<file path="src/rtl/alu_pipe.sv">
// Handshaked, registered ALU with an iterative shift-add multiplier.
// Single-cycle ops load the output register directly; MUL takes WIDTH cycles.
module alu_pipe #(
  parameter int WIDTH = 32,
  parameter int TAG_W = 4
) (
  input  logic             clk,
  input  logic             rst,
  input  logic             in_valid,
  output logic             in_ready,
  input  logic [WIDTH-1:0] a,
  input  logic [WIDTH-1:0] b,
  input  logic [2:0]       alu_op,
  input  logic [TAG_W-1:0] in_tag,
  output logic             out_valid,
  input  logic             out_ready,
  output logic [WIDTH-1:0] result,
  output logic             flag_z,
  output logic             flag_c,
  output logic             flag_v,
  output logic [TAG_W-1:0] out_tag
);

  localparam int SW = $clog2(WIDTH);

  localparam logic [2:0] OP_AND = 3'b000;
  localparam logic [2:0] OP_OR  = 3'b001;
  localparam logic [2:0] OP_ADD = 3'b010;
  localparam logic [2:0] OP_XOR = 3'b011;
  localparam logic [2:0] OP_SLL = 3'b100;
  localparam logic [2:0] OP_MUL = 3'b101;
  localparam logic [2:0] OP_SUB = 3'b110;
  localparam logic [2:0] OP_SLT = 3'b111;

  typedef enum logic {
    S_IDLE,
    S_MUL
  } state_t;

  state_t           r_state;
  state_t           w_state_nxt;

  logic [WIDTH-1:0] r_a;
  logic [WIDTH-1:0] r_b;
  logic [WIDTH-1:0] r_acc;
  logic [SW-1:0]    r_cnt;
  logic [TAG_W-1:0] r_tag;

  logic             r_valid;
  logic [WIDTH-1:0] r_res;
  logic             r_z;
  logic             r_c;
  logic             r_v;
  logic [TAG_W-1:0] r_otag;

  logic             w_accept;
  logic             w_is_mul;
  logic             w_sub;
  logic [WIDTH-1:0] w_b_op;
  logic [WIDTH:0]   w_sum;
  logic [WIDTH-1:0] w_alu;
  logic             w_c;
  logic             w_v;
  logic [WIDTH-1:0] w_addend;
  logic [WIDTH-1:0] w_acc_nxt;
  logic             w_mul_done;

  assign in_ready  = (r_state == S_IDLE) && (!r_valid || out_ready);
  assign w_accept  = in_valid && in_ready;
  assign w_is_mul  = (alu_op == OP_MUL);

  // SUB is a + ~b + 1 so one adder serves both and yields the carry
  assign w_sub  = (alu_op == OP_SUB);
  assign w_b_op = w_sub ? ~b : b;
  assign w_sum  = {1'b0, a} + {1'b0, w_b_op} + {{WIDTH{1'b0}}, w_sub};

  assign w_addend   = r_b[r_cnt] ? (r_a << r_cnt) : '0;
  assign w_acc_nxt  = r_acc + w_addend;
  assign w_mul_done = (r_state == S_MUL) && (r_cnt == SW'(WIDTH - 1));

  // Single-cycle result and flag selection
  always_comb begin
    w_alu = '0;
    w_c   = 1'b0;
    w_v   = 1'b0;
    case (alu_op)
      OP_AND: w_alu = a & b;
      OP_OR:  w_alu = a | b;
      OP_XOR: w_alu = a ^ b;
      OP_SLL: w_alu = a << b[SW-1:0];
      OP_ADD: begin
        w_alu = w_sum[WIDTH-1:0];
        w_c   = w_sum[WIDTH];
        w_v   = (a[WIDTH-1] == b[WIDTH-1]) &&
                (w_sum[WIDTH-1] != a[WIDTH-1]);
      end
      OP_SUB: begin
        w_alu = w_sum[WIDTH-1:0];
        w_c   = w_sum[WIDTH];
        w_v   = (a[WIDTH-1] != b[WIDTH-1]) &&
                (w_sum[WIDTH-1] != a[WIDTH-1]);
      end
      OP_SLT: w_alu = {{(WIDTH-1){1'b0}}, ($signed(a) < $signed(b))};
      default: w_alu = '0;
    endcase
  end

  // State register
  always_ff @(posedge clk) begin
    if (rst) r_state <= S_IDLE;
    else     r_state <= w_state_nxt;
  end

  // Next-state: MUL entered on accept, left after the last partial product
  always_comb begin
    w_state_nxt = r_state;
    case (r_state)
      S_IDLE:  if (w_accept && w_is_mul) w_state_nxt = S_MUL;
      S_MUL:   if (w_mul_done) w_state_nxt = S_IDLE;
      default: w_state_nxt = S_IDLE;
    endcase
  end

  // Multiplier operand latch and shift-add accumulation
  always_ff @(posedge clk) begin
    if (rst) begin
      r_a   <= '0;
      r_b   <= '0;
      r_acc <= '0;
      r_cnt <= '0;
      r_tag <= '0;
    end else if (w_accept && w_is_mul) begin
      r_a   <= a;
      r_b   <= b;
      r_acc <= '0;
      r_cnt <= '0;
      r_tag <= in_tag;
    end else if (r_state == S_MUL) begin
      r_acc <= w_acc_nxt;
      r_cnt <= r_cnt + SW'(1);
    end
  end

  // Output register: load on new result, else drain on transfer
  always_ff @(posedge clk) begin
    if (rst) begin
      r_valid <= 1'b0;
      r_res   <= '0;
      r_z     <= 1'b0;
      r_c     <= 1'b0;
      r_v     <= 1'b0;
      r_otag  <= '0;
    end else if (w_accept && !w_is_mul) begin
      r_valid <= 1'b1;
      r_res   <= w_alu;
      r_z     <= (w_alu == '0);
      r_c     <= w_c;
      r_v     <= w_v;
      r_otag  <= in_tag;
    end else if (w_mul_done) begin
      r_valid <= 1'b1;
      r_res   <= w_acc_nxt;
      r_z     <= (w_acc_nxt == '0);
      r_c     <= 1'b0;
      r_v     <= 1'b0;
      r_otag  <= r_tag;
    end else if (r_valid && out_ready) begin
      r_valid <= 1'b0;
    end
  end

  assign out_valid = r_valid;
  assign result    = r_res;
  assign flag_z    = r_z;
  assign flag_c    = r_c;
  assign flag_v    = r_v;
  assign out_tag   = r_otag;

endmodule
</file>
<file path="config.mk">
export PLATFORM = sky130hd
export DESIGN_NAME = alu_pipe
export DESIGN_NICKNAME = d
export VERILOG_FILES = /design/src/rtl/alu_pipe.sv
export SDC_FILE = /design/constraint.sdc
export NUM_CORES = 1
export LEC_CHECK = 0
export ABC_AREA = 1
export ABC_CLOCK_PERIOD_IN_PS = 6700
export BUFFER_PORTS_ARGS = -buffer_cell sky130_fd_sc_hd__buf_2
export CAP_MARGIN = 15
export CORE_ASPECT_RATIO = 1.1
export CORE_MARGIN = 2
export CORE_UTILIZATION = 41
export DETAILED_ROUTE_END_ITERATION = 16
export GPL_TIMING_DRIVEN = 0
export HOLD_SLACK_MARGIN = 0.15
export PLACE_DENSITY = 0.69
export SLEW_MARGIN = 20
export SYNTH_ARGS = -nofsm -noshare
export SYNTH_HDL_FRONTEND = slang
export SYNTH_SLANG_ARGS = --single-unit
</file>
<file path="constraint.sdc">
create_clock -name clk -period 6.7 [get_ports clk]
set_input_delay 1.34 -clock clk [delete_from_list [all_inputs] [get_ports clk]]
set_output_delay 1.34 -clock clk [all_outputs]
set_load 0.01 [all_outputs]
</file>
==> impl_table.tex, run 1 <==
\begin{tabular}{lr}
\hline
Metric & Value \\
\hline
\multicolumn{2}{l}{\textbf{Critical path}} \\
\quad Count of buffering cells on the critical path with inverters included & 5 \\
\quad Capturing element type of the critical path & register \\
\quad Timing endpoint of the critical path & flag\_z \\
\quad Cell count along the critical path & 25 \\
\quad WS Path Type & primary input to register \\
\quad Worst reg2reg path endpoint & flag\_z \\
\quad Largest stage delay, worst path & 470 ps \\
\quad Crit Path Max Fanout & 10 \\
\quad Endpoint arrival time on the critical path & $\sim$5800 ps \\
\quad Critical Path Start Type & primary input \\
\quad Crit path required time & between 7000 and 8000 ps \\
\quad Cell occurring most often along the worst timing path & sky130\_fd\_sc\_hd\_\_nor2\_1 \\
\quad Highest-delay cell along the critical path & sky130\_fd\_sc\_hd\_\_nor2\_1 \\
\quad Logic depth of the worst register-to-register path & 21 \\
\quad Launch point of the worst path & alu\_op[0] \\
\quad Kind of cell adding the most delay to the critical path & simple AND/OR/NAND/NOR gates \\
\quad R2R Path Start & r\_cnt[1] \\
\quad FF-to-FF setup slack & roughly 2000 ps \\
\multicolumn{2}{l}{\textbf{Power and ir drop}} \\
\quad Power density cells & 159 nW/um\^{}2 \\
\quad Peak VDD IR & 192 uV \\
\quad Static Leak & 9.17 nW \\
\multicolumn{2}{l}{\textbf{Yosys}} \\
\quad Proportion of synthesized flip-flops having asynchronous set or reset & 0\% \\
\quad Main area contributors after synthesis & sky130\_fd\_sc\_hd\_\_dfxtp\_1, sky130\_fd\_sc\_hd\_\_nand2\_1, sky130\_fd\_sc\_hd\_\_ha\_1 \\
\quad Most frequent cells after synthesis & sky130\_fd\_sc\_hd\_\_nand2\_1, sky130\_fd\_sc\_hd\_\_inv\_1, sky130\_fd\_sc\_hd\_\_nor2\_1, sky130\_fd\_sc\_hd\_\_nand3\_1, sky130\_fd\_sc\_hd\_\_o21ai\_0 \\
\quad Adder and majority cell fraction of the synthesized area & roughly an eighth \\
\quad Multiplexer share of the synthesized area & less than 1\% \\
\quad Combinational family with the most area after synthesis & simple AND/OR/NAND/NOR gates \\
\quad Post-synthesis net count & 2984 \\
\quad Post-synthesis share of cell area spent on xor and xnor gates & under 10\% \\
\quad Netlist Area Pre-Place & between 15000 and 20000 um\^{}2 \\
\quad Compound-cell area share of the yosys netlist & 20.7\% \\
\quad Number of library cell types mapped by synthesis & 52 \\
\quad Top cell type's share of synthesized area & $\sim$18\% \\
\quad Share of synthesized area occupied by flip-flops and latches & between 10\% and 20\% \\
\quad Cells after synthesis & 2738 \\
\quad Mean Syn Cell Area & 5.89 um\^{}2 \\
\quad Synthesized flop and latch total & around 150 \\
\quad Yosys synthesis warning count & 0 \\
\quad Number of synthesized flops with an enable pin & 0 \\
\quad Library cell with the highest instance count after synthesis & sky130\_fd\_sc\_hd\_\_nand2\_1 \\
\quad Top flip-flop cell by instance count after synthesis & sky130\_fd\_sc\_hd\_\_dfxtp\_1 \\
\quad Simple-gate portion of the synthesized area & between 30\% and 40\% \\
\quad Library cell with the largest summed area after synthesis & sky130\_fd\_sc\_hd\_\_dfxtp\_1 \\
\multicolumn{2}{l}{\textbf{Floorplanning}} \\
\quad Number of standard-cell rows in the floorplan & 76 \\
\quad Overall die height & 212 um \\
\quad Die width & 193 um \\
\quad Io pins & roughly 120 \\
\quad Effective utilization at floorplan & between 40\% and 50\% \\
\quad Area enclosed by the die boundary & about 41000 um\^{}2 \\
\quad Core Region & about 39000 um\^{}2 \\
\multicolumn{2}{l}{\textbf{CTS}} \\
\quad Number of buffers inserted during clock tree synthesis & 17 \\
\quad \# hold bufs at CTS & 0 \\
\quad Maximum clock insertion buffer count & 2 \\
\quad H-tree levels & 4 \\
\quad Clock transition at the registers of the reported paths & roughly 70 ps \\
\quad Count of buffers added by post-CTS timing repair for setup & 0 \\
\quad Clock Latency Late Sink & roughly 440 ps \\
\quad Clock tree from TritonCTS & built \\
\quad Number of sinks driven by the clock tree & around 150 \\
\quad Resized Gates After CTS & 0 \\
\quad Cell at the root of the clock tree & sky130\_fd\_sc\_hd\_\_clkbuf\_16 \\
\multicolumn{2}{l}{\textbf{Final layout}} \\
\quad Nets & between 3000 and 4000 \\
\quad Antenna diode instance count & 0 \\
\quad Fraction of layout instances using a drive strength above 1 & between 7 and 8\% \\
\quad Synth-to-Final Area Change & 11.0\% \\
\multicolumn{2}{l}{\textbf{STA}} \\
\quad Worst-margin pin slew & approximately 1100 ps \\
\quad Post-route worst setup slack & 1330 ps \\
\quad Largest clock skew in the final design & a little under 10 ps \\
\quad Final hold violations & 0 \\
\quad Fraction of the cycle the final worst path needs & 80.2\% \\
\quad Final number of max-transition violations & 0 \\
\quad Final number of setup-violating endpoints & 0 \\
\quad Final-layout setup total negative slack & 0 ps \\
\quad Relative slew slack & 27.4\% \\
\quad Highest attainable clock frequency & 0.186 GHz \\
\quad Setup repair after global routing missed its margin & false \\
\quad Post-layout minimum cycle time & between 5000 and 6000 ps \\
\multicolumn{2}{l}{\textbf{Drt}} \\
\quad Drt pass-1 iters & 8 \\
\quad Number of routed nets with antenna violations & 0 \\
\quad Total via count after detailed routing & 19561 \\
\quad Count of unresolved DRC violations after routing & 0 \\
\quad Number of vias per cell after detailed routing & between 5 and 6 \\
\quad Routed length per placed instance & $\sim$22 um \\
\quad Post-detailed-routing wire length & about 74000 um \\
\quad DRT iter0 DRCs & between 1500 and 2000 \\
\multicolumn{2}{l}{\textbf{Global route}} \\
\quad Number of antenna violations at the first check in global routing & 0 \\
\quad GRT Residual Overflow & 0 \\
\quad Met3 capacity usage during global routing & $\sim$4.3\% \\
\quad Vias in the first global route & $\sim$18000 \\
\quad Met1 Usage GRT & 42.2\% \\
\quad Largest net degree at the start of global routing & 17 \\
\quad GR peak layer & met2 \\
\quad GRT Total Usage & about 36\% \\
\quad M2 GR Usage & about three fifths \\
\quad Global-route wire length before repair & 109000 um \\
\multicolumn{2}{l}{\textbf{Placement}} \\
\quad HPWL Detailed & 61700 um \\
\quad Worst-case setup slack after placement & 955 ps \\
\quad Number of buffers added on ports & $\sim$120 \\
\quad Weighted congestion at the end of routability-driven global placement & 1.11 \\
\multicolumn{2}{l}{\textbf{Worst hold path}} \\
\quad WHS Path Cells & 2 \\
\quad Min-Delay Path Class & register to register \\
\multicolumn{2}{l}{\textbf{Run status}} \\
\quad Outcome & finished, final reports clean \\
\multicolumn{2}{l}{\textbf{Job}} \\
\quad MaxCap Viol Count & 0 \\
\hline
\end{tabular}
==> worst register-to-register path: cells and delay by family (launching register included) <==
family | cells | cell delay, ps
fa+ha+maj | 1 | 350
simple gates | 10 | 1430
flops | 1 | 330
buf+inv | 4 | 1010
compound gates | 6 | 1580
==> how the worst min path moves through the flow <==
stage               slack, ps      from        to
floorplan                 450  r_acc[2]  r_acc[2]
global placement          460    flag_v    flag_v
detailed placement        460    flag_c    flag_c
CTS                       470    flag_c    flag_c
global route              500    flag_v    flag_v
finish                    470    flag_c    flag_c
==> where the power goes <==
| group | switching [mW] | internal (mW) |
|---|---|---|
| logic | 0.679 | 0.290 |
| clock network | 0.424 | 0.501 |
| registers | 0.0354 | 0.911 |
| total | 1.14 | 1.70 |
==> per-layer routing <==
layer / share of wire, % / up-vias / routed length, um
met5: 0 / - / 0
met4: 8.9 / 0 / 6600
met3: 6.8 / 271 / 5050
met2: 46 / 956 / 33700
met1: 39 / 9039 / 28600
li1: - / 9295 / -
==> cells in the final DEF (no fill, tap or decap), types with 10 or more instances in the layout <==
master / synthesis / final
sky130_fd_sc_hd__nand2_1: 680 / 680
sky130_fd_sc_hd__inv_1: 343 / 343
sky130_fd_sc_hd__nor2_1: 265 / 265
sky130_fd_sc_hd__nand3_1: 262 / 262
sky130_fd_sc_hd__o21ai_0: 257 / 257
sky130_fd_sc_hd__a21oi_1: 217 / 217
sky130_fd_sc_hd__ha_1: 169 / 169
sky130_fd_sc_hd__dfxtp_1: 146 / 146
sky130_fd_sc_hd__buf_2: 29 / 144
sky130_fd_sc_hd__clkbuf_1: 66 / 66
sky130_fd_sc_hd__xor2_1: 39 / 39
sky130_fd_sc_hd__o211ai_1: 35 / 35
sky130_fd_sc_hd__o22ai_1: 24 / 24
sky130_fd_sc_hd__nor3_1: 23 / 23
sky130_fd_sc_hd__buf_1: 19 / 19
sky130_fd_sc_hd__o2111ai_1: 19 / 19
sky130_fd_sc_hd__nand4_1: 19 / 19
sky130_fd_sc_hd__clkbuf_16: 0 / 17
sky130_fd_sc_hd__a31oi_1: 10 / 10
==> logic make-up (layout without fill, tap and decap cells) <==
logic type      Yosys count  in the layout
simple gates           1284           1284
compound gates          604            604
buf+inv                 480            627
fa+ha+maj               171            171
flops                   146            146
xor+xnor                 44             44
mux                       9              9
==> metrics by stage <==
| stage | std cells | power [mW] | hold slack, ps | area [um^2] | utilization [%] |
|---|---|---|---|---|---|
| after global routing | 3392 | 2.98 | 502 | 17900 | 45.9 |
| after detailed placement | 3360 | 1.90 | 463 | 17300 | 44.5 |
| after CTS | 3392 | 2.81 | 473 | 17900 | 45.9 |
| after floorplan | 2738 | 1.54 | 445 | 16100 | - |
| final | 3392 | 2.84 | 466 | 17900 | 45.9 |
| after global placement | 3360 | 1.89 | 456 | 17300 | 44.5 |
==> sequential cells by signal (all words and copies together), names as in the netlist, 4 cells and up <==
| signal | flops |
|---|---|
| r_b | 32 |
| r_cnt | 5 |
| out_tag | 4 |
| r_a | 32 |
| result | 32 |
| r_acc | 32 |
| r_tag | 4 |
==> area by class of cell <==
cell class | instances | area, um^2
Fill cell | 4266 | 21100
Inverter | 352 | 1320
Buffer | 128 | 592
Timing Repair Buffer | 115 | 576
Clock buffer | 18 | 439
Sequential cell | 146 | 2920
Tap cell | 507 | 634
Clock inverter | 14 | 131
Multi-Input combinational cell | 2112 | 11300
No activity file was read; power rests on OpenSTA's default activity.
==> run 2: changes to the inputs <==
--- a/config.mk
+++ b/config.mk
@@ -6,7 +6,7 @@
 export NUM_CORES = 1
 export LEC_CHECK = 0
 export ABC_AREA = 1
-export ABC_CLOCK_PERIOD_IN_PS = 6700
+export ABC_CLOCK_PERIOD_IN_PS = 5100
 export BUFFER_PORTS_ARGS = -buffer_cell sky130_fd_sc_hd__buf_2
 export CAP_MARGIN = 15
 export CORE_ASPECT_RATIO = 1.1
==> constraint.sdc (replaced) <==
create_clock -name clk -period 5.1 [get_ports clk]
set_input_delay 1.02 -clock clk [delete_from_list [all_inputs] [get_ports clk]]
set_output_delay 1.02 -clock clk [all_outputs]
set_load 0.01 [all_outputs]
==> run 2 against run 1 <==
Clock skew is 0.83 ps higher. Highest routed layer unchanged. Clock power is 32% higher. Via count is 0.22% lower. Cell area hardly changed. Final cell count stayed put. Hold slack hardly changed.
==> impl_table.tex, run 2 (synthesis results as in run 1) <==
\begin{tabular}{lr}
\hline
Metric & Value \\
\hline
\multicolumn{2}{l}{\textbf{Job}} \\
\quad MaxCap Viol Count & 0 (unchanged) \\
\multicolumn{2}{l}{\textbf{Floorplanning}} \\
\quad Core Region & 39000 um\^{}2 (unchanged) \\
\quad Io pins & 116 (unchanged) \\
\quad Effective utilization at floorplan & 41.4\% (unchanged) \\
\quad Overall die height & 212 um (unchanged) \\
\quad Die width & 193 um (unchanged) \\
\quad Number of standard-cell rows in the floorplan & 76 (unchanged) \\
\quad Area enclosed by the die boundary & 41000 um\^{}2 (unchanged) \\
\multicolumn{2}{l}{\textbf{CTS}} \\
\quad Clock transition at the registers of the reported paths & 70 ps (about the same) \\
\quad Number of buffers inserted during clock tree synthesis & 17 (unchanged) \\
\quad H-tree levels & 4 (unchanged) \\
\quad Number of sinks driven by the clock tree & 146 (unchanged) \\
\quad Cell at the root of the clock tree & sky130\_fd\_sc\_hd\_\_clkbuf\_16 \\
\quad Clock tree from TritonCTS & built \\
\quad Clock Latency Late Sink & 450 ps (about the same) \\
\quad Maximum clock insertion buffer count & 2 (unchanged) \\
\multicolumn{2}{l}{\textbf{Final layout}} \\
\quad Fraction of layout instances using a drive strength above 1 & 7.35\% (+0.069 points) \\
\quad Most frequent standard cell in the layout excluding fill and tap cells & sky130\_fd\_sc\_hd\_\_nand2\_1 \\
\quad Synth-to-Final Area Change & 11.1\% (about the same) \\
\quad Nets & 3118 (unchanged) \\
\quad Most used cells in the layout excluding fill and tap cells & sky130\_fd\_sc\_hd\_\_nand2\_1, sky130\_fd\_sc\_hd\_\_inv\_1, sky130\_fd\_sc\_hd\_\_nor2\_1 \\
\quad Filler cell count & 4267 (+0.023\%) \\
\quad Final core utilization & 46.0\% (about the same) \\
\quad Final instance area & 17900 um\^{}2 (about the same) \\
\quad Antenna diode instance count & 0 (unchanged) \\
\multicolumn{2}{l}{\textbf{STA}} \\
\quad Highest attainable clock frequency & around 0.21 GHz \\
\quad Largest clock skew in the final design & 10.5 ps (+0.828 ps) \\
\quad Final-layout worst hold slack & 466 ps (+0.337 ps) \\
\quad Final-layout setup total negative slack & 0 ps (unchanged) \\
\quad Fraction of the cycle the final worst path needs & 92.9\% \\
\quad Setup repair after global routing missed its margin & false \\
\quad Final hold violations & 0 (unchanged) \\
\quad Final number of max-transition violations & 0 (unchanged) \\
\quad Relative slew slack & 26.2\% (-1.2 points) \\
\quad Worst-margin pin slew & 1110 ps (+18.5 ps) \\
\quad Final number of setup-violating endpoints & 0 (unchanged) \\
\quad Post-layout minimum cycle time & 4740 ps \\
\multicolumn{2}{l}{\textbf{Critical path}} \\
\quad Cell occurring most often along the worst timing path & sky130\_fd\_sc\_hd\_\_o21ai\_0 \\
\quad Kind of cell adding the most delay to the critical path & compound AO/OA/AOI/OAI gates \\
\quad Count of buffering cells on the critical path with inverters included & 4 (-1) \\
\quad Critical Path Start Type & register \\
\quad Cell chain of the critical path & buf\_4, clkbuf\_1, clkbuf\_1, o21ai\_0, o21ai\_0, o21ai\_0, nor2\_1, ha\_1, a21oi\_1, o21ai\_0, o21ai\_0, nand4\_1, nand2\_1, nand4\_1, nor2\_1, nand3\_1, nor2\_1, nand3\_1, nand3\_1, nand2\_1, inv\_1 \\
\quad WS Path Type & register to register \\
\quad Endpoint arrival time on the critical path & 5130 ps (-630 ps) \\
\quad Capturing element type of the critical path & register \\
\quad Crit Path Max Fanout & 10 (unchanged) \\
\quad Highest-delay cell along the critical path & sky130\_fd\_sc\_hd\_\_clkbuf\_1 \\
\quad Largest stage delay, worst path & 430 ps (-40 ps) \\
\quad Crit path required time & 5490 ps (-1600 ps) \\
\multicolumn{2}{l}{\textbf{Drt}} \\
\quad Drt pass-1 iters & 6 (-2) \\
\quad Number of vias per cell after detailed routing & 5.75 (-0.22\%) \\
\quad Total via count after detailed routing & 19518 (-0.22\%) \\
\quad Routed length per placed instance & 21.8 um (about the same) \\
\quad Count of unresolved DRC violations after routing & 0 (unchanged) \\
\quad DRT iter0 DRCs & 2011 (+3.6\%) \\
\quad Number of routed nets with antenna violations & 0 (unchanged) \\
\quad Post-detailed-routing wire length & 73900 um (about the same) \\
\multicolumn{2}{l}{\textbf{Global route}} \\
\quad Global-route wire length before repair & 109000 um (unchanged) \\
\quad GRT Residual Overflow & 0 (unchanged) \\
\quad Vias in the first global route & 18449 (unchanged) \\
\quad Largest net degree at the start of global routing & 17 (unchanged) \\
\quad GRT Total Usage & 35.9\% (unchanged) \\
\quad Number of antenna violations at the first check in global routing & 0 (unchanged) \\
\multicolumn{2}{l}{\textbf{Run status}} \\
\quad Outcome & finished, final reports clean \\
\multicolumn{2}{l}{\textbf{Placement}} \\
\quad Number of buffers added on ports & 115 (unchanged) \\
\quad Weighted congestion at the end of routability-driven global placement & 1.11 (unchanged) \\
\quad Instance area at placement & 17300 um\^{}2 (unchanged) \\
\quad HPWL Detailed & 61700 um (unchanged) \\
\multicolumn{2}{l}{\textbf{Worst hold path}} \\
\quad Min-Delay Path Class & register to register \\
\multicolumn{2}{l}{\textbf{Power and ir drop}} \\
\quad Static Leak & 9.18 nW (about the same) \\
\quad Power density cells & 208 nW/um\^{}2 (+31\%) \\
\quad Peak VDD IR & 253 uV (+32\%) \\
\hline
\end{tabular}
[run 2: changes by cell type in the layout (fill, tap and decap cells not counted)]
cell,change
sky130_fd_sc_hd__clkbuf_1,-1
sky130_fd_sc_hd__clkbuf_2,+1
sky130_fd_sc_hd__nor2_2,+1
sky130_fd_sc_hd__nor2_1,-1
[run 2: routing by layer]
metal	vias to the layer above	GRT usage [%]	part of all wire, %
met1	9008	42.2	39
li1	9285	-	-
met2	969	59.4	46
met3	256	4.32	7.1
met4	0	27.4	8.8
met5	-	0	0
[run 2: report_power, final]
group	internal, mW	switching [mW]
clock	0.658	0.557
combinational	0.382	0.892
sequential	1.20	0.0465
[run 2: final cells by class]
| cell class | instances | area [um^2] | area share [%] |
|---|---|---|---|
| sequential | 146 | 2920 | 16.3 |
| clock inverter | 14 | 131 | 0.733 |
| clock buffer | 18 | 439 | 2.45 |
| tap | 507 | 634 | 3.54 |
| buffer | 128 | 593 | 3.31 |
| timing repair buffer | 115 | 576 | 3.21 |
| inverter | 352 | 1320 | 7.37 |
| multi-input combinational | 2112 | 11300 | 63.1 |
[run 2: final timing paths]
| check | depth (start not counted) | startpoint | slack, ps | endpoint |
|---|---|---|---|---|
| min reg2reg | 2 | flag_c | 470 | flag_c |
| max | 21 | r_cnt[1] | 360 | flag_z |
| max reg2reg | 21 | r_cnt[1] | 360 | flag_z |
| min | 2 | flag_c | 470 | flag_c |
[run 2: worst reg2reg max path, delay by kind of cell (launching register included)]
kind	cells	cell delay, ps
AOI/OAI and AO/OA	6	1570
adders and majority gates	1	350
buffers and inverters	4	1030
DFF	1	330
and+or+nand+nor	10	1430
[run 2: through the flow]
stage          power, mW  setup slack, ps  std cells
2_1_floorplan       2.02             1060       2738
3_3_place_gp        2.48             -339       3360
3_5_place_dp        2.49             -325       3360
4_1_cts             3.69              110       3392
5_1_grt             3.91             77.7       3392
6_report            3.73              364       3392
[run 2: timing repair]
action | in CTS | in global routing
resized for setup | 0 | 3
setup endpoints to repair | 0 | 4
hold buffers | 0 | 0
setup buffers | 0 | 0
==> run 3: changes to the inputs <==
--- a/config.mk
+++ b/config.mk
@@ -10,13 +10,11 @@
 export BUFFER_PORTS_ARGS = -buffer_cell sky130_fd_sc_hd__buf_2
 export CAP_MARGIN = 15
 export CORE_ASPECT_RATIO = 1.1
-export CORE_MARGIN = 2
 export CORE_UTILIZATION = 41
 export DETAILED_ROUTE_END_ITERATION = 16
 export GPL_TIMING_DRIVEN = 0
 export HOLD_SLACK_MARGIN = 0.15
 export PLACE_DENSITY = 0.69
-export SLEW_MARGIN = 20
 export SYNTH_ARGS = -nofsm -noshare
 export SYNTH_HDL_FRONTEND = slang
 export SYNTH_SLANG_ARGS = --single-unit
==> run 3 against run 2 <==
Final cell count fell by 0.21%. Clock-buffer cell count rose by 1. Sequential power barely moved. Core utilization rose by 0.62 points. Wire length rose by 1.7%. Clock power barely moved. Clock skew fell by 1.3 ps. Global-route usage rose by 1.4 points. Sequential share of layout area barely moved. Combinational power barely moved.
==> impl_table.tex, run 3 (synthesis results as in run 1) <==
\begin{tabular}{lr}
\hline
Metric & Value \\
\hline
\multicolumn{2}{l}{\textbf{Drt}} \\
\quad DRT iter0 DRCs & 1898 (-5.6\%) \\
\quad Routed length per placed instance & 22.2 um (+1.9\%) \\
\quad Drt pass-1 iters & 6 (unchanged) \\
\quad Count of unresolved DRC violations after routing & 0 (unchanged) \\
\quad Post-detailed-routing wire length & 75100 um (+1.7\%) \\
\quad Number of routed nets with antenna violations & 0 (unchanged) \\
\quad Total via count after detailed routing & 19237 (-1.4\%) \\
\quad Number of vias per cell after detailed routing & 5.68 (-1.2\%) \\
\multicolumn{2}{l}{\textbf{Critical path}} \\
\quad Capturing element type of the critical path & register \\
\quad Crit Path Max Fanout & 10 (unchanged) \\
\quad Crit path required time & 5430 ps (-60 ps) \\
\quad WS Path Type & register to register \\
\quad Critical Path Start Type & register \\
\quad Endpoint arrival time on the critical path & 5110 ps (-20 ps) \\
\multicolumn{2}{l}{\textbf{Floorplanning}} \\
\quad Io pins & 116 (unchanged) \\
\quad Area enclosed by the die boundary & 40100 um\^{}2 (-2.0\%) \\
\quad Overall die height & 210 um (-0.94\%) \\
\quad Effective utilization at floorplan & 41.9\% (+0.55 points) \\
\quad Die width & 191 um (-1.0\%) \\
\quad Core Region & 38500 um\^{}2 (-1.3\%) \\
\quad Number of standard-cell rows in the floorplan & 75 (-1.3\%) \\
\multicolumn{2}{l}{\textbf{Global route}} \\
\quad Number of antenna violations at the first check in global routing & 1 (+1) \\
\quad Largest net degree at the start of global routing & 17 (unchanged) \\
\quad Global-route wire length before repair & 111000 um (+2.0\%) \\
\quad GRT Total Usage & 37.4\% (+1.4 points) \\
\quad GRT Residual Overflow & 0 (unchanged) \\
\quad Vias in the first global route & 18217 (-1.3\%) \\
\multicolumn{2}{l}{\textbf{CTS}} \\
\quad H-tree levels & 4 (unchanged) \\
\quad Number of buffers inserted during clock tree synthesis & 17 (unchanged) \\
\quad Maximum clock insertion buffer count & 2 (unchanged) \\
\quad Count of buffers added by post-CTS timing repair for setup & 0 (unchanged) \\
\quad Number of sinks driven by the clock tree & 146 (unchanged) \\
\quad Clock tree from TritonCTS & built \\
\quad Cell at the root of the clock tree & sky130\_fd\_sc\_hd\_\_clkbuf\_16 \\
\quad \# hold bufs at CTS & 0 (unchanged) \\
\quad Clock Latency Late Sink & 430 ps (-20 ps) \\
\quad Clock transition at the registers of the reported paths & 60 ps (about the same) \\
\quad Resized Gates After CTS & 0 (unchanged) \\
\multicolumn{2}{l}{\textbf{Placement}} \\
\quad Worst-case setup slack after placement & -333 ps (-7.23 ps) \\
\quad Number of buffers added on ports & 115 (unchanged) \\
\quad Weighted congestion at the end of routability-driven global placement & 1.02 (-8.3\%) \\
\quad HPWL Detailed & 63800 um (+3.3\%) \\
\multicolumn{2}{l}{\textbf{Job}} \\
\quad MaxCap Viol Count & 0 (unchanged) \\
\multicolumn{2}{l}{\textbf{STA}} \\
\quad Final number of max-transition violations & 0 (unchanged) \\
\quad Relative slew slack & 44.2\% (+18 points) \\
\quad Final number of setup-violating endpoints & 0 (unchanged) \\
\quad Post-route worst setup slack & 321 ps (-42.4 ps) \\
\quad Final hold violations & 0 (unchanged) \\
\quad Final-layout worst hold slack & 466 ps (+0.0620 ps) \\
\quad Fraction of the cycle the final worst path needs & 93.7\% (+0.83 points) \\
\quad Highest attainable clock frequency & 0.209 GHz (-0.89\%) \\
\quad Setup repair after global routing missed its margin & false \\
\quad Largest clock skew in the final design & 9.19 ps (-1.33 ps) \\
\quad Final-layout setup total negative slack & 0 ps (unchanged) \\
\quad Post-layout minimum cycle time & 4780 ps (+42.4 ps) \\
\quad Worst-margin pin slew & 828 ps (-280 ps) \\
\multicolumn{2}{l}{\textbf{Final layout}} \\
\quad Synth-to-Final Area Change & 11.1\% (about the same) \\
\quad Final core utilization & 46.6\% (+0.62 points) \\
\quad Most used cells in the layout excluding fill and tap cells & sky130\_fd\_sc\_hd\_\_nand2\_1, sky130\_fd\_sc\_hd\_\_inv\_1, sky130\_fd\_sc\_hd\_\_nor2\_1 \\
\quad Nets & 3118 (unchanged) \\
\quad Antenna diode instance count & 0 (unchanged) \\
\quad Fraction of layout instances using a drive strength above 1 & 7.38\% (+0.035 points) \\
\quad Most frequent standard cell in the layout excluding fill and tap cells & sky130\_fd\_sc\_hd\_\_nand2\_1 \\
\multicolumn{2}{l}{\textbf{Worst hold path}} \\
\quad Min-Delay Path Class & register to register \\
\multicolumn{2}{l}{\textbf{Power and ir drop}} \\
\quad Total power & 3.75 mW (+0.44\%) \\
\quad Power density cells & 209 nW/um\^{}2 (+0.42\%) \\
\quad Static Leak & 9.17 nW (about the same) \\
\quad Peak VDD IR & 253 uV (-0.19\%) \\
\multicolumn{2}{l}{\textbf{Run status}} \\
\quad Outcome & finished, final reports clean \\
\hline
\end{tabular}
==> run 3: cell types whose count changed in the layout (fill, tap and decap cells not counted), sizes merged <==
cell / before / now
buf: 177 / 175
bufinv: 0 / 2
clkbuf: 84 / 87
clkinv: 5 / 7
clkinvlp: 1 / 5
inv: 360 / 351
==> run 3: per-layer routing <==
metal | vias to the layer above | track usage (%) | wire [um] | part of all wire [%]
met3 | 216 | 4.38 | 4650 | 6.2
met2 | 879 | 64.5 | 35600 | 47
met5 | - | 0 | 13 | 0.017
met1 | 8847 | 43.4 | 29400 | 39
li1 | 9293 | - | - | -
met4 | 2 | 24.2 | 5510 | 7.3
==> run 3: worst max-delay path: stages, from the launching register on <==
cell,delay [ps]
sky130_fd_sc_hd__dfxtp_1,310
sky130_fd_sc_hd__buf_4,170
sky130_fd_sc_hd__inv_1,140
sky130_fd_sc_hd__buf_4,210
sky130_fd_sc_hd__buf_2,220
sky130_fd_sc_hd__buf_2,230
sky130_fd_sc_hd__nand3_1,90
sky130_fd_sc_hd__o21ai_0,120
sky130_fd_sc_hd__o21ai_0,210
sky130_fd_sc_hd__o21ai_0,200
sky130_fd_sc_hd__a21oi_1,80
sky130_fd_sc_hd__o21ai_1,390
sky130_fd_sc_hd__inv_1,90
sky130_fd_sc_hd__ha_1,380
sky130_fd_sc_hd__nand2_1,120
sky130_fd_sc_hd__nor2_1,180
sky130_fd_sc_hd__inv_1,60
sky130_fd_sc_hd__nor2_1,130
sky130_fd_sc_hd__nand3_1,140
sky130_fd_sc_hd__nand3_1,160
sky130_fd_sc_hd__a21boi_1,100
sky130_fd_sc_hd__o21ai_0,250
sky130_fd_sc_hd__xor2_1,290
sky130_fd_sc_hd__nor2_1,90
sky130_fd_sc_hd__nand3_1,100
sky130_fd_sc_hd__nand3_1,80
sky130_fd_sc_hd__nand2_1,80
sky130_fd_sc_hd__inv_1,30
==> run 3: power breakdown <==
group / switching [mW] / total [mW] / internal, mW
Sequential: 0.0467 / 1.24 / 1.20
Clock: 0.498 / 1.23 / 0.729
Combinational: 0.896 / 1.28 / 0.381
Total: 1.44 / 3.75 / 2.31
==> run 3: path summary, 6_finish.rpt <==
kind	slack, ps	start	depth (start not counted)	endpoint
worst max register to register	320	r_cnt[1]	27	flag_z
worst min-delay path	470	flag_c	2	flag_c
worst min register to register	470	flag_c	2	flag_c
worst max-delay path	320	r_cnt[1]	27	flag_z
==> run 3: through the flow <==
step           cells  cell area (um^2)
3_3_place_gp    3353             17300
5_1_grt         3385             17900
2_1_floorplan   2738             16100
4_1_cts         3385             17900
3_5_place_dp    3353             17300
6_report        3385             17900
==> run 3: layout make-up <==
type	count	area, um^2
buffer	128	598
sequential	146	2920
clock inverter	13	135
multi-input combinational	2112	11300
timing repair buffer	115	576
fill	4259	20600
tap	500	626
inverter	352	1320
clock buffer	19	443
